## config.mk

```make
export PLATFORM = sky130hd
export DESIGN_NAME = imem_fetch_ctrl
export DESIGN_NICKNAME = d
export VERILOG_FILES = /design/src/rtl/imem_fetch_ctrl.sv
export SDC_FILE = /design/constraint.sdc
export NUM_CORES = 1
export LEC_CHECK = 0
export ABC_AREA = 1
export CORE_MARGIN = 10
export CORE_UTILIZATION = 30
export DETAILED_ROUTE_END_ITERATION = 10
export DONT_BUFFER_PORTS = 1
export HOLD_SLACK_MARGIN = 0.1
export PLACE_DENSITY_LB_ADDON = 0.05
export SKIP_LAST_GASP = 1
export SLEW_MARGIN = 15
export SYNTH_ARGS = -nofsm -noshare
export SYNTH_HDL_FRONTEND = slang
export SYNTH_SLANG_ARGS = --single-unit
export TNS_END_PERCENT = 20
```

## constraint.sdc

```tcl
create_clock -name clk -period 4.12 [get_ports clk]
set_clock_uncertainty 0.2 [all_clocks]
set_input_delay 0.412 -clock clk [delete_from_list [all_inputs] [get_ports clk]]
set_output_delay 0.412 -clock clk [all_outputs]
set_load 0.02 [all_outputs]
```

## src/rtl/imem_fetch_ctrl.sv

```systemverilog
// Instruction-memory front end: optional boot-load of program words through a
// valid/ready stream, then program-counter sequencing with redirect and halt.
module imem_fetch_ctrl #(
  parameter int          ADDR_W   = 8,
  parameter logic [31:0] RESET_PC = 32'h0000_0000
) (
  input  logic              clk,
  input  logic              rst_n,
  input  logic              boot_en,
  input  logic              prog_valid,
  input  logic [31:0]       prog_data,
  input  logic              prog_last,
  output logic              prog_ready,
  output logic              mem_we,
  output logic [ADDR_W-1:0] mem_waddr,
  output logic [31:0]       mem_wdata,
  output logic [31:0]       pc_current,
  output logic              fetch_valid,
  input  logic              fetch_ready,
  input  logic              redirect_valid,
  input  logic [31:0]       redirect_pc,
  input  logic              halt_req,
  input  logic              resume,
  output logic [1:0]        state_o,
  output logic              misalign_err,
  output logic [ADDR_W:0]   load_count
);

  typedef enum logic [1:0] {
    INIT = 2'd0,
    LOAD = 2'd1,
    RUN  = 2'd2,
    HALT = 2'd3
  } state_t;

  localparam logic [ADDR_W-1:0] PTR_LAST = '1;

  state_t            state, state_nxt;
  logic [31:0]       pc, pc_nxt;
  logic [ADDR_W-1:0] ptr, ptr_nxt;
  logic [ADDR_W:0]   cnt, cnt_nxt;
  logic              err, err_nxt;
  logic              misaligned;

  assign misaligned   = (redirect_pc[1:0] != 2'b00);
  assign pc_current   = pc;
  assign state_o      = state;
  assign misalign_err = err;
  assign load_count   = cnt;

  always_ff @(posedge clk or negedge rst_n) begin
    if (!rst_n) begin
      state <= INIT;
      pc    <= RESET_PC;
      ptr   <= '0;
      cnt   <= '0;
      err   <= 1'b0;
    end else begin
      state <= state_nxt;
      pc    <= pc_nxt;
      ptr   <= ptr_nxt;
      cnt   <= cnt_nxt;
      err   <= err_nxt;
    end
  end

  always_comb begin
    state_nxt   = state;
    pc_nxt      = pc;
    ptr_nxt     = ptr;
    cnt_nxt     = cnt;
    err_nxt     = err;
    prog_ready  = 1'b0;
    mem_we      = 1'b0;
    mem_waddr   = '0;
    mem_wdata   = '0;
    fetch_valid = 1'b0;

    case (state)
      INIT: begin
        state_nxt = boot_en ? LOAD : RUN;
      end

      LOAD: begin
        prog_ready = 1'b1;
        mem_we     = prog_valid;
        mem_waddr  = ptr;
        mem_wdata  = prog_data;
        if (prog_valid) begin
          cnt_nxt = cnt + (ADDR_W+1)'(1);
          // A full memory ends the load even without a last marker.
          if (prog_last || (ptr == PTR_LAST)) begin
            state_nxt = RUN;
            pc_nxt    = RESET_PC;
            ptr_nxt   = '0;
          end else begin
            ptr_nxt = ptr + ADDR_W'(1);
          end
        end
      end

      RUN: begin
        fetch_valid = 1'b1;
        if (redirect_valid && misaligned) begin
          err_nxt   = 1'b1;
          state_nxt = HALT;
        end else begin
          if (redirect_valid) begin
            pc_nxt = redirect_pc;
          end else if (fetch_ready) begin
            pc_nxt = pc + 32'd4;
          end
          if (halt_req) begin
            state_nxt = HALT;
          end
        end
      end

      HALT: begin
        // A misaligned redirect locks the core in HALT until reset.
        if (resume && !err) begin
          state_nxt = RUN;
        end
      end

      default: begin
        state_nxt = INIT;
      end
    endcase
  end

endmodule

```

* Word-level counts from Yosys, hierarchy flattened
Cells that the tools add are included.
** Storage, ports and cells
- Output and inout bits :: 87
- Input port bits :: 73
- Word-level logic and storage cells :: 48
- Flip-flop bits (word level) :: 52
** Operators by class
- $add $sub $neg :: 3
- Reductions and logical operators :: 11
- Multiplexer cells :: 19
- Equality and inequality tests :: 10
** Operators by type and width (number)
- two-way mux 32 bit :: 6
- case mux 32 bit (2 select lines) :: 1
- adder 32 x 3 -> 32 bit (second input constant) :: 1
- two-way mux 8 bit :: 2
- two-way mux 2 bit :: 6
- adder 9 x 1 -> 9 bit (second input constant) :: 1
- adder 8 x 1 -> 8 bit (second input constant) :: 1
- equality test 8 bit (second input constant) :: 1
- inequality test 2 bit (second input constant) :: 4
- case mux 2 bit (4 select lines) :: 1
- inequality test 3 bit (second input constant) :: 2
- AND reduction 5 bit :: 1
- equality test 2 bit (second input constant) :: 2
- AND reduction 2 bit :: 2
- AND reduction 4 bit :: 1
- nonzero test 2 bit :: 2
- two-way mux 1 bit :: 3
- equality test 2 x 1 -> 1 bit (second input constant) :: 1
- logical AND 1 bit :: 2
- logical NOT 2 bit :: 1
- logical NOT 1 bit :: 1
- logical OR 1 bit :: 1

* Longest topological paths before layout
Gate-level depths: netlist of the first run.
- Depth in word-level cells :: 5
- Mapped depth :: 10

* Worst setup path after synthesis of the first run
Ideal clock, no wire load.
- Path kind :: reg2out
- Start point :: reg state[0], in the netlist state_o[0]
- End point :: out mem_waddr[0]
- Buffers on the path :: 1
- Arrival time :: 1.456 ns
- Slack :: 2.052 ns
- Cell stages (with the launch flop) :: 6
- Path through :: dfrtp_1 -> inv_2 -> nor2_4 -> inv_2 -> clkbuf_1 -> nor2_1
** On the way
- Longest elaborated chain between the ends :: 2
** RTL lines
- from (decl) :: RTL line 38 : state_t state, state_nxt;
- from (signal assigned) :: RTL line 59 : state <= state_nxt;
- equality test 2 x 1 -> 1 bit :: RTL line 79 : case (state)
- two-way mux 8 bit :: RTL line 79
- to (decl) :: RTL line 15 : output logic [ADDR_W-1:0] mem_waddr,
Every way passes these cells.

* Final worst setup path of the first run
- Start point :: reg state[0], in the netlist state_o[0]
- End point :: reg pc[16], in the netlist pc_current[16]
** On the way
- Longest elaborated chain between the ends :: 3
- Elaborated cells between the ends (all ways) :: 9
** RTL lines
- equality test 2 bit / equality test 2 x 1 -> 1 bit (equally long branches) :: RTL line 79
- inequality test 3 bit (no line), or another cell as far along
- AND reduction 5 bit (no line)
- to (signal assigned) :: RTL line 60 : pc <= pc_nxt;
- to (decl) :: RTL line 39 : logic [31:0] pc, pc_nxt;
Parallel ways exist; a longest one is shown, timed or not.
A chain may end at the register's enable or synchronous reset.

==> parameters.txt, run 1 <==
Parameter                              Value

Drt
  Average vias per placed instance ... 4.63
  DRC errors left ... 0
  First-pass detailed-route iteration total ... 4
  Routed wire length per instance ... 16.2 µm
  Iteration-0 DRC count of the detailed router ... 202
  DRT Wirelength ... 12.9 mm
  Count of vias placed by the detailed router ... 3689
  Detail Route Antenna Nets ... 0

GRT
  Antenna violations before repair ... 0
  Maximum number of pins on one net before global-route repair ... 55
  Global-route usage over all layers ... 0.148
  Global-route wire length before repair ... 21.2 mm
  Vias in the first global route ... 3748
  Total congestion overflow after global routing ... 0

Yosys
  Distinct cell type count after synthesis ... 28
  Synthesized Nets ... 707
  FFs w/ async S/R, synth ... 1.00
  Average instance area after synthesis ... 5.97 µm²
  Main synth FF type ... sky130_fd_sc_hd__dfrtp_1
  Cell taking the most area after synthesis ... sky130_fd_sc_hd__dfrtp_1
  Synth Register Bits ... 52
  Yosys Warn Count ... 0
  Number of flops mapped to enable cells by yosys ... 0
  Sequential-to-total area share from yosys stat ... 0.346
  Yosys top cell area share ... 0.346
  Post-Syn Instances ... 631
  Top area cells in the synthesized netlist ... sky130_fd_sc_hd__dfrtp_1 (35%), sky130_fd_sc_hd__nand2_1 (20%), sky130_fd_sc_hd__nor2_1 (16%)
  Cell area after synthesis ... 3760 µm²

Layout
  Post-route design area ... 4120 µm²
  Fin cells ... 796
  Core occupancy in the finished layout ... 0.339
  Nets@finish ... 703
  Number of inserted diodes ... 0
  Count of fill cells added during filler insertion ... 1402
  Layout area overhead ... 9.41%
  Fraction of layout instances using a drive strength above 1 ... 0.0414

Die
  Top-level port count ... 160
  Total die area ... 17400 µm²
  Row count ... 40
  Starting density of the core ... 0.310
  Die Span Y ... 132 µm
  Floorplan Core Area ... 12200 µm²
  Width of the die ... 132 µm

Clock tree
  Clock transition at the registers of the reported paths ... 0.08 ns
  Gates resized, CTS repair ... 0
  Number of buffers added by the clock tree synthesis step ... 5
  Maximum level of the CTS H-tree ... 2
  CTS tree ... done
  Maximum buffer depth of the clock tree ... 2
  Clock root cell ... sky130_fd_sc_hd__clkbuf_16
  Insertion delay to the later sink of the worst-skew pair ... 0.30 ns
  Clock sink count ... 52
  Number of buffers inserted to repair setup after CTS ... 0

Worst setup path
  Biggest fanout along the worst timing path ... 25
  Category of the most critical setup path ... flip-flop to flip-flop
  Length in cells of the worst reg-to-reg path ... 8
  Worst reg2reg endpoint ... pc_current[16]
  Data arrival time of the worst path ... 2.75 ns
  Internal reg-to-reg setup slack ... 1.42 ns
  Worst flop-to-flop path startpoint ... state_o[0]
  Req. time, crit path ... 4.17 ns
  Most numerous cell on the critical path ... sky130_fd_sc_hd__nand2_1
  Critical-path cell with the highest stage delay ... sky130_fd_sc_hd__dfrtp_1
  CP startpoint kind ... flip-flop
  Type of element capturing the critical path ... flip-flop
  Crit-path max cell delay ... 0.61 ns
  Cell-by-cell trace of the critical path ... inv_2 -> nor2_4 -> nand2_4 -> nand2_2 -> nand4_2 -> nor2_1 -> nand2_1 -> nand2_1

Hold path
  Min-Delay Startpoint ... redirect_pc[2]
  Hold/Removal Path Class ... input port to flip-flop
  Cell depth of the worst min-delay path ... 4
  Endpoint with the worst hold slack ... pc_current[2]

Timing
  Period utilisation layout ... 0.655
  Time the worst path needs with I/O delays and setup ... 2.70 ns
  Slew at the pin closest to its max-slew limit ... 0.780 ns
  Number of pins exceeding their max-slew limit in the final report ... 0
  Unrepaired setup endpoints after global routing ... false
  Final count of negative-setup-slack endpoints ... 0
  Post-route worst hold slack ... 0.130 ns
  Minimum setup slack in the final design ... 1.42 ns
  Tightest slew margin relative to the limit ... 0.479
  Count of final hold-check violations ... 0
  Maximum frequency from static timing analysis ... 0.371 GHz
  Setup tns final ... 0 ns

Placed design
  Cell Area, Placed ... 3920 µm²
  Placer congestion estimate ... 0.827
  Placed wire-length estimate ... 9.99 mm
  Post-placement setup slack ... 1.41 ns
  Port buffer count ... 0
  DP Cell Count ... 785

Power and ir drop
  Total power after layout ... 2.03 mW
  Total leakage power ... 2.12 nW
  Worst supply voltage drop on vdd ... 196 µV
  Pwr dens ... 493 nW/µm²

Status
  Result of the run ... complete, no violations

Run
  Maximum Capacitance Violations ... 0
Yosys cell counts (4+ instances only):
cell	count
sky130_fd_sc_hd__nand2_1	201
sky130_fd_sc_hd__xnor2_1	5
sky130_fd_sc_hd__buf_2	7
sky130_fd_sc_hd__nand4_1	5
sky130_fd_sc_hd__nor3_1	4
sky130_fd_sc_hd__nor2_1	159
sky130_fd_sc_hd__o21ai_0	19
sky130_fd_sc_hd__inv_2	5
sky130_fd_sc_hd__clkbuf_1	8
sky130_fd_sc_hd__a21oi_1	4
sky130_fd_sc_hd__dfrtp_1	52
sky130_fd_sc_hd__xor2_1	11
sky130_fd_sc_hd__nand3_1	42
sky130_fd_sc_hd__inv_1	89
final cells by class:
class | count | area (µm²) | share of cell area
clock buffers | 5 | 125 | 0.0304
clock inverters | 3 | 25.0 | 0.00608
inverters | 94 | 353 | 0.0857
multi-input cells | 469 | 2040 | 0.496
flip-flops and latches | 52 | 1300 | 0.316
well taps | 168 | 210 | 0.0510
repair buffers | 5 | 62.6 | 0.0152
flip-flops by register name, indices dropped and copies added (netlist names):
name	flops
load_count	9
state_o	2
ptr	8
misalign_err	1
pc_current	32
worst max-delay path, delay by kind of cell, from the launching register on:
family	cells	cell delay, ns
simple gates	7	1.72
flops	1	0.61
buf+inv	1	0.10
where the power goes:
part / leakage, nW / switching [mW] / internal [mW] / total [mW]
clock: 0.0708 / 0.219 / 0.231 / 0.449
sequential: 0.634 / 0.364 / 0.620 / 0.984
combinational: 1.42 / 0.386 / 0.209 / 0.596
cell families after synthesis:
family,after synthesis,share of synthesized area
XOR/XNOR,16,0.0372
buffers and inverters,110,0.112
adder cells (fa/ha/maj),3,0.00997
AND/OR/NAND/NOR,420,0.450
AO/OA/AOI/OAI,30,0.0452
flip-flops,52,0.346
worst max path at each step:
stage	start	end	cells past startpoint
4_1_cts	state_o[0]	mem_wdata[9]	4
5_1_grt	state_o[0]	pc_current[16]	8
6_report	state_o[0]	pc_current[16]	8
3_5_place_dp	state_o[0]	pc_current[16]	8
2_1_floorplan	state_o[0]	mem_waddr[0]	5
3_3_place_gp	state_o[0]	pc_current[16]	8
cell usage in the layout (no fill, tap or decap), types with 11 or more instances in the layout:
master | Yosys | final
sky130_fd_sc_hd__o21ai_0 | 19 | 19
sky130_fd_sc_hd__nand3_1 | 42 | 42
sky130_fd_sc_hd__nor2_1 | 159 | 159
sky130_fd_sc_hd__inv_1 | 89 | 89
sky130_fd_sc_hd__xor2_1 | 11 | 11
sky130_fd_sc_hd__dfrtp_1 | 52 | 52
sky130_fd_sc_hd__nand2_1 | 201 | 201
metal layers:
layer / share of wire / track usage / routed length [µm]
met1: 0.45 / 0.186 / 5780
met2: 0.44 / 0.226 / 5640
met3: 0.11 / 0.0678 / 1360
met4: 0.0082 / 0.0315 / 106
met5: 0 / 0 / 0
repair_timing:
| item | 4_1_cts | 5_1_grt |
|---|---|---|
| endpoints found under the setup margin | 0 | 0 |
| hold endpoints to repair | 56 | 0 |
| hold buffers | 3 | 0 |
Note: power is estimated with default switching activity, not from simulation.
==> inputs of run 2 (changes only) <==
==> constraint.sdc (replaced) <==
create_clock -name clk -period 2.5 [get_ports clk]
set_clock_uncertainty 0.2 [all_clocks]
set_input_delay 0.25 -clock clk [delete_from_list [all_inputs] [get_ports clk]]
set_output_delay 0.25 -clock clk [all_outputs]
set_load 0.02 [all_outputs]
==> run 2 against run 1 <==
Non-clock buffer count up 43. Core utilization up 4.4 points. Wire length up 2.1%. Clock power up 86%. Total power up 78%. Flip-flop and latch count unchanged. Largest cell class unchanged. Critical path type is now flip-flop to primary output. Global-route usage about the same. Die area unchanged. Combinational power up 110%. Sequential power up 53%. Critical path depth down 4.
==> parameters.txt, run 2 (synthesis gave the netlist of run 1 again) <==
Parameter                              Value

Status
  Result of the run ... complete, no violations

Layout
  Number of flip-flops under the largest register name ... 32 (unchanged)
  Count of fill cells added during filler insertion ... 1296 (-7.6%)
  Post-route design area ... 4660 µm² (+13%)
  Most used cells in the layout excluding fill and tap cells ... sky130_fd_sc_hd__nand2_1 (201), sky130_fd_sc_hd__nor2_1 (125), sky130_fd_sc_hd__inv_1 (89)
  Number of inserted diodes ... 0 (unchanged)
  Nets@finish ... 746 (+6.1%)
  Most common cell after layout, fill and taps aside ... sky130_fd_sc_hd__nand2_1
  Fraction of layout instances using a drive strength above 1 ... 0.106 (+0.0644)
  Layout area overhead ... 23.7%

Worst setup path
  Worst Setup SP ... state_o[0]
  Worst flop-to-flop path startpoint ... pc_current[3]
  Data arrival time of the worst path ... 1.96 ns (-0.79 ns)
  Type of element capturing the critical path ... primary output
  Category of the most critical setup path ... flip-flop to primary output
  Biggest fanout along the worst timing path ... 42 (+68%)
  Req. time, crit path ... 2.05 ns (-2.12 ns)
  CP startpoint kind ... flip-flop

Die
  Die Span Y ... 132 µm (unchanged)
  Top-level port count ... 160 (unchanged)
  Total die area ... 17400 µm² (unchanged)
  Row count ... 40 (unchanged)
  Width of the die ... 132 µm (unchanged)
  Floorplan Core Area ... 12200 µm² (unchanged)
  Starting density of the core ... 0.310 (unchanged)

Drt
  First-pass detailed-route iteration total ... 4 (unchanged)
  Average vias per placed instance ... 4.53 (-2.2%)
  Count of vias placed by the detailed router ... 3803 (+3.1%)
  DRC errors left ... 0 (unchanged)
  Routed wire length per instance ... 15.7 µm (-3.1%)
  DRT Wirelength ... 13.2 mm (+2.1%)
  Iteration-0 DRC count of the detailed router ... 233 (+15%)
  Detail Route Antenna Nets ... 0 (unchanged)

Hold path
  Hold/Removal Path Class ... input port to flip-flop
  Min-Delay Startpoint ... resume

Clock tree
  Clock root cell ... sky130_fd_sc_hd__clkbuf_16
  Number of buffers added by the clock tree synthesis step ... 5 (unchanged)
  Clock sink count ... 52 (unchanged)
  CTS tree ... done
  Number of buffers inserted to repair setup after CTS ... 0 (unchanged)
  Maximum buffer depth of the clock tree ... 2 (unchanged)
  Insertion delay to the later sink of the worst-skew pair ... 0.31 ns (about the same)
  Maximum level of the CTS H-tree ... 2 (unchanged)
  Clock transition at the registers of the reported paths ... 0.08 ns (about the same)

GRT
  Total congestion overflow after global routing ... 0 (unchanged)
  Global-route wire length before repair ... 21.4 mm (+0.85%)
  Maximum number of pins on one net before global-route repair ... 55 (unchanged)
  Global-route usage over all layers ... 0.148 (-0.000182)
  Antenna violations before repair ... 0 (unchanged)
  Vias in the first global route ... 3962 (+5.7%)

Timing
  Number of pins exceeding their max-slew limit in the final report ... 0 (unchanged)
  Slew at the pin closest to its max-slew limit ... 0.603 ns (-0.178 ns)
  Unrepaired setup endpoints after global routing ... true
  Time the worst path needs with I/O delays and setup ... 2.41 ns
  Count of final hold-check violations ... 0 (unchanged)
  Period utilisation layout ... 0.965
  Maximum frequency from static timing analysis ... 0.414 GHz
  Final count of negative-setup-slack endpoints ... 0 (unchanged)
  Tightest slew margin relative to the limit ... 0.598 (+0.120)

Power and ir drop
  Total power after layout ... 3.61 mW (+78%)
  Total leakage power ... 2.32 nW (+9.4%)
  Pwr dens ... 775 nW/µm² (+57%)
  Worst supply voltage drop on vdd ... 323 µV (+65%)

Placed design
  Cell Area, Placed ... 4030 µm² (+2.7%)
  Placed wire-length estimate ... 10.0 mm (+0.14%)
  Placer congestion estimate ... 0.833 (+0.75%)
  Port buffer count ... 0 (unchanged)

Run
  Maximum Capacitance Violations ... 0 (unchanged)
==> run 2: cell types whose count changed in the layout (fill, tap and decap cells not counted), sizes merged <==
cell and change:
inv -1, bufinv +1, buf +11, dlygate4sd3 +32
==> run 2: metal layers <==
metal	GRT usage	wire length [µm]	vias up	part of all wire
li1	-	-	1975	-
met1	0.186	5970	1698	0.45
met2	0.236	5880	123	0.45
met3	0.0591	1220	7	0.092
met4	0.0241	87	0	0.0066
met5	0	0	-	0
==> run 2: path summary, 6_finish.rpt <==
kind                                  end  slack, ns  cells after the start
setup / recovery            mem_wdata[29]       0.09                      4
hold / removal                 state_o[1]       0.11                      3
setup reg to reg           pc_current[21]       0.29                      9
hold reg to reg                    ptr[5]       0.38                      2
max in group asynchronous  pc_current[25]       1.58                      2
min in group asynchronous   load_count[7]       0.26                      2
==> run 2: per-stage QoR <==
step | cells | hold WS (ns) | utilization | setup TNS [ns] | worst slack, ns
after floorplan | 631 | -0.246 | - | 0 | 0.522
after global placement | 796 | -0.243 | 0.331 | 0 | 0.303
after detailed placement | 796 | -0.243 | 0.331 | 0 | 0.311
after CTS | 839 | 0.101 | 0.376 | -0.0200 | -0.00593
after global routing | 839 | 0.174 | 0.383 | -0.207 | -0.0365
final | 839 | 0.106 | 0.383 | 0 | 0.0871
==> run 2: power by group <==
group | leakage (nW) | internal [mW] | switching (mW)
Combinational | 1.61 | 0.483 | 0.781
Sequential | 0.634 | 1.02 | 0.486
Clock | 0.0804 | 0.477 | 0.359
Total | 2.32 | 1.98 | 1.63
==> run 2: worst max-delay path: stages, from the launching register on <==
cell and delay, ns:
sky130_fd_sc_hd__dfrtp_1 0.59, sky130_fd_sc_hd__inv_2 0.10, sky130_fd_sc_hd__nor2_4 0.28, sky130_fd_sc_hd__inv_4 0.29, sky130_fd_sc_hd__nor2_1 0.40
==> run 2: layout make-up <==
class	count	area, µm²	share of cell area
multi-input cells	469	2130	0.457
well taps	168	210	0.0451
repair buffers	48	490	0.105
flip-flops and latches	52	1300	0.279
clock inverters	3	46.3	0.00994
inverters	94	355	0.0763
clock buffers	5	125	0.0269
==> run 2: timing repair <==
action                     in CTS  in global routing
hold endpoints to repair       89                  0
setup endpoints to repair       3                 40
gates resized for setup         1                 35
hold buffers                   35                  0
==> inputs of run 3 (changes only) <==
--- a/config.mk
+++ b/config.mk
@@ -12,6 +12,7 @@
 export DONT_BUFFER_PORTS = 1
 export HOLD_SLACK_MARGIN = 0.1
 export PLACE_DENSITY_LB_ADDON = 0.05
+export SKIP_CTS_REPAIR_TIMING = 1
 export SKIP_LAST_GASP = 1
 export SLEW_MARGIN = 15
 export SYNTH_ARGS = -nofsm -noshare
==> run 3 against run 2 <==
Via count hardly changed. Largest cell class unchanged. Combinational power hardly changed. Clock power hardly changed. Fmax is 0.13% lower. Highest routed layer unchanged. First-iteration DRC count is 4.3% higher.
==> parameters.txt, run 3 (synthesis gave the netlist of run 1 again) <==
Parameter                              Value

Status
  Result of the run ... complete, no violations

Drt
  DRT Wirelength ... 13.2 mm (+0.25%)
  DRC errors left ... 0 (unchanged)
  Count of vias placed by the detailed router ... 3804 (+0.026%)
  Detail Route Antenna Nets ... 0 (unchanged)
  Iteration-0 DRC count of the detailed router ... 243 (+4.3%)
  First-pass detailed-route iteration total ... 4 (unchanged)
  Routed wire length per instance ... 15.8 µm (+0.49%)
  Average vias per placed instance ... 4.54 (+0.27%)

Power and ir drop
  Part of the power in registers ... 0.418 (about the same)
  Cell internal power dissipation ... 1.98 mW (-0.11%)
  Total leakage power ... 2.32 nW (-0.36%)
  Combinational share of power ... 0.350 (about the same)
  Worst supply voltage drop on vdd ... 324 µV (+0.33%)
  Total power after layout ... 3.61 mW (about the same)
  Switching part of the total ... 0.451 (+0.000906)
  Pwr dens ... 779 nW/µm² (+0.49%)
  Proportion of power drawn by the clock network ... 0.231 (about the same)
  Switching Power ... 1.63 mW (+0.26%)

Die
  Top-level port count ... 160 (unchanged)
  Starting density of the core ... 0.310 (unchanged)
  Floorplan Core Area ... 12200 µm² (unchanged)
  Total die area ... 17400 µm² (unchanged)
  Die Span Y ... 132 µm (unchanged)
  Row count ... 40 (unchanged)
  Width of the die ... 132 µm (unchanged)

Hold path
  Hold/Removal Path Class ... input port to flip-flop

Layout
  Most common cell after layout, fill and taps aside ... sky130_fd_sc_hd__nand2_1
  Nets@finish ... 744 (-0.27%)
  Flip-flop and latch area ... 1300 µm² (unchanged)
  Layout area overhead ... 23.1%
  Fin cells ... 837 (-0.24%)
  Core occupancy in the finished layout ... 0.381 (-0.00165)
  Number of flip-flops under the largest register name ... 32 (unchanged)
  Multi-input gate area ... 2130 µm² (unchanged)
  Post-route design area ... 4640 µm² (-0.43%)
  Number of inserted diodes ... 0 (unchanged)
  Count of fill cells added during filler insertion ... 1305 (+0.69%)
  Most used cells in the layout excluding fill and tap cells ... sky130_fd_sc_hd__nand2_1 (201), sky130_fd_sc_hd__nor2_1 (125), sky130_fd_sc_hd__inv_1 (89)
  Fraction of layout instances using a drive strength above 1 ... 0.106 (+0.000316)

Clock tree
  Clock transition at the registers of the reported paths ... 0.08 ns (about the same)
  Number of buffers added by the clock tree synthesis step ... 5 (unchanged)
  Clock root cell ... sky130_fd_sc_hd__clkbuf_16
  CTS tree ... done
  Maximum buffer depth of the clock tree ... 2 (unchanged)
  Clock sink count ... 52 (unchanged)
  Maximum level of the CTS H-tree ... 2 (unchanged)
  Insertion delay to the later sink of the worst-skew pair ... 0.31 ns (about the same)

Timing
  Period utilisation layout ... 0.966 (+0.00125)
  Tightest slew margin relative to the limit ... 0.592 (-0.00621)
  Final count of negative-setup-slack endpoints ... 0 (unchanged)
  Count of final hold-check violations ... 0 (unchanged)
  Setup tns final ... 0 ns (unchanged)
  Time the worst path needs with I/O delays and setup ... 2.42 ns (+0.00313 ns)
  Minimum setup slack in the final design ... 0.0840 ns (-0.00313 ns)
  Number of pins exceeding their max-slew limit in the final report ... 0 (unchanged)
  Unrepaired setup endpoints after global routing ... true
  Slew at the pin closest to its max-slew limit ... 0.612 ns (+0.00931 ns)
  Post-route worst hold slack ... 0.0617 ns (-0.0441 ns)
  Maximum frequency from static timing analysis ... 0.414 GHz (-0.13%)

Worst setup path
  Biggest fanout along the worst timing path ... 42 (unchanged)
  CP startpoint kind ... flip-flop
  Data arrival time of the worst path ... 1.97 ns (about the same)
  Category of the most critical setup path ... flip-flop to primary output
  Req. time, crit path ... 2.05 ns (about the same)
  Type of element capturing the critical path ... primary output

Placed design
  Placer congestion estimate ... 0.833 (unchanged)
  DP Cell Count ... 796 (unchanged)
  Cell Area, Placed ... 4030 µm² (unchanged)
  Post-placement setup slack ... 0.311 ns (unchanged)
  Placed wire-length estimate ... 10.0 mm (unchanged)
  Port buffer count ... 0 (unchanged)

Run
  Maximum Capacitance Violations ... 0 (unchanged)

GRT
  Maximum number of pins on one net before global-route repair ... 55 (unchanged)
  Antenna violations before repair ... 0 (unchanged)
  Global-route wire length before repair ... 21.0 mm (-1.9%)
  Total congestion overflow after global routing ... 0 (unchanged)
  Global-route usage over all layers ... 0.146 (-0.00177)
  Vias in the first global route ... 3791 (-4.3%)
-- run 3: critical path, cell delays in order, from the launching register on --
cell and delay (ns):
sky130_fd_sc_hd__dfrtp_1 0.59, sky130_fd_sc_hd__inv_2 0.10, sky130_fd_sc_hd__nor2_4 0.28, sky130_fd_sc_hd__inv_4 0.29, sky130_fd_sc_hd__nor2_1 0.40
-- run 3: layout make-up --
class / count / share of cell area
Multi-Input combinational cell: 469 / 0.459
Timing Repair Buffer: 46 / 0.101
Sequential cell: 52 / 0.281
Tap cell: 168 / 0.0453
Clock inverter: 3 / 0.00999
Clock buffer: 5 / 0.0270
Inverter: 94 / 0.0767
-- run 3: power by group through the flow --
| stage | clock [mW] | combinational [mW] | sequential, mW |
|---|---|---|---|
| after floorplan | 0 | 0.781 | 1.49 |
| after global placement | 0 | 1.20 | 1.53 |
| after detailed placement | 0 | 1.21 | 1.54 |
| after CTS | 0.870 | 1.22 | 1.52 |
| after global routing | 0.905 | 1.47 | 1.56 |
| final | 0.836 | 1.27 | 1.51 |
-- run 3: layer usage --
metal | track usage | wire, µm
met2 | 0.228 | 5840
met4 | 0.0241 | 87
met1 | 0.185 | 6130
met5 | 0 | 0
met3 | 0.0633 | 1130
-- run 3: path summary, 6_finish.rpt --
| path | endpoint | depth (start not counted) | startpoint | slack [ns] |
|---|---|---|---|---|
| worst max-delay path | mem_wdata[29] | 4 | state_o[0] | 0.08 |
| worst min-delay path | pc_current[6] | 4 | redirect_pc[6] | 0.06 |
| worst max register to register | pc_current[21] | 9 | pc_current[3] | 0.28 |
| worst min register to register | ptr[5] | 2 | ptr[4] | 0.38 |
| max in group asynchronous | pc_current[25] | 2 | rst_n | 1.58 |
| min in group asynchronous | load_count[7] | 2 | rst_n | 0.26 |
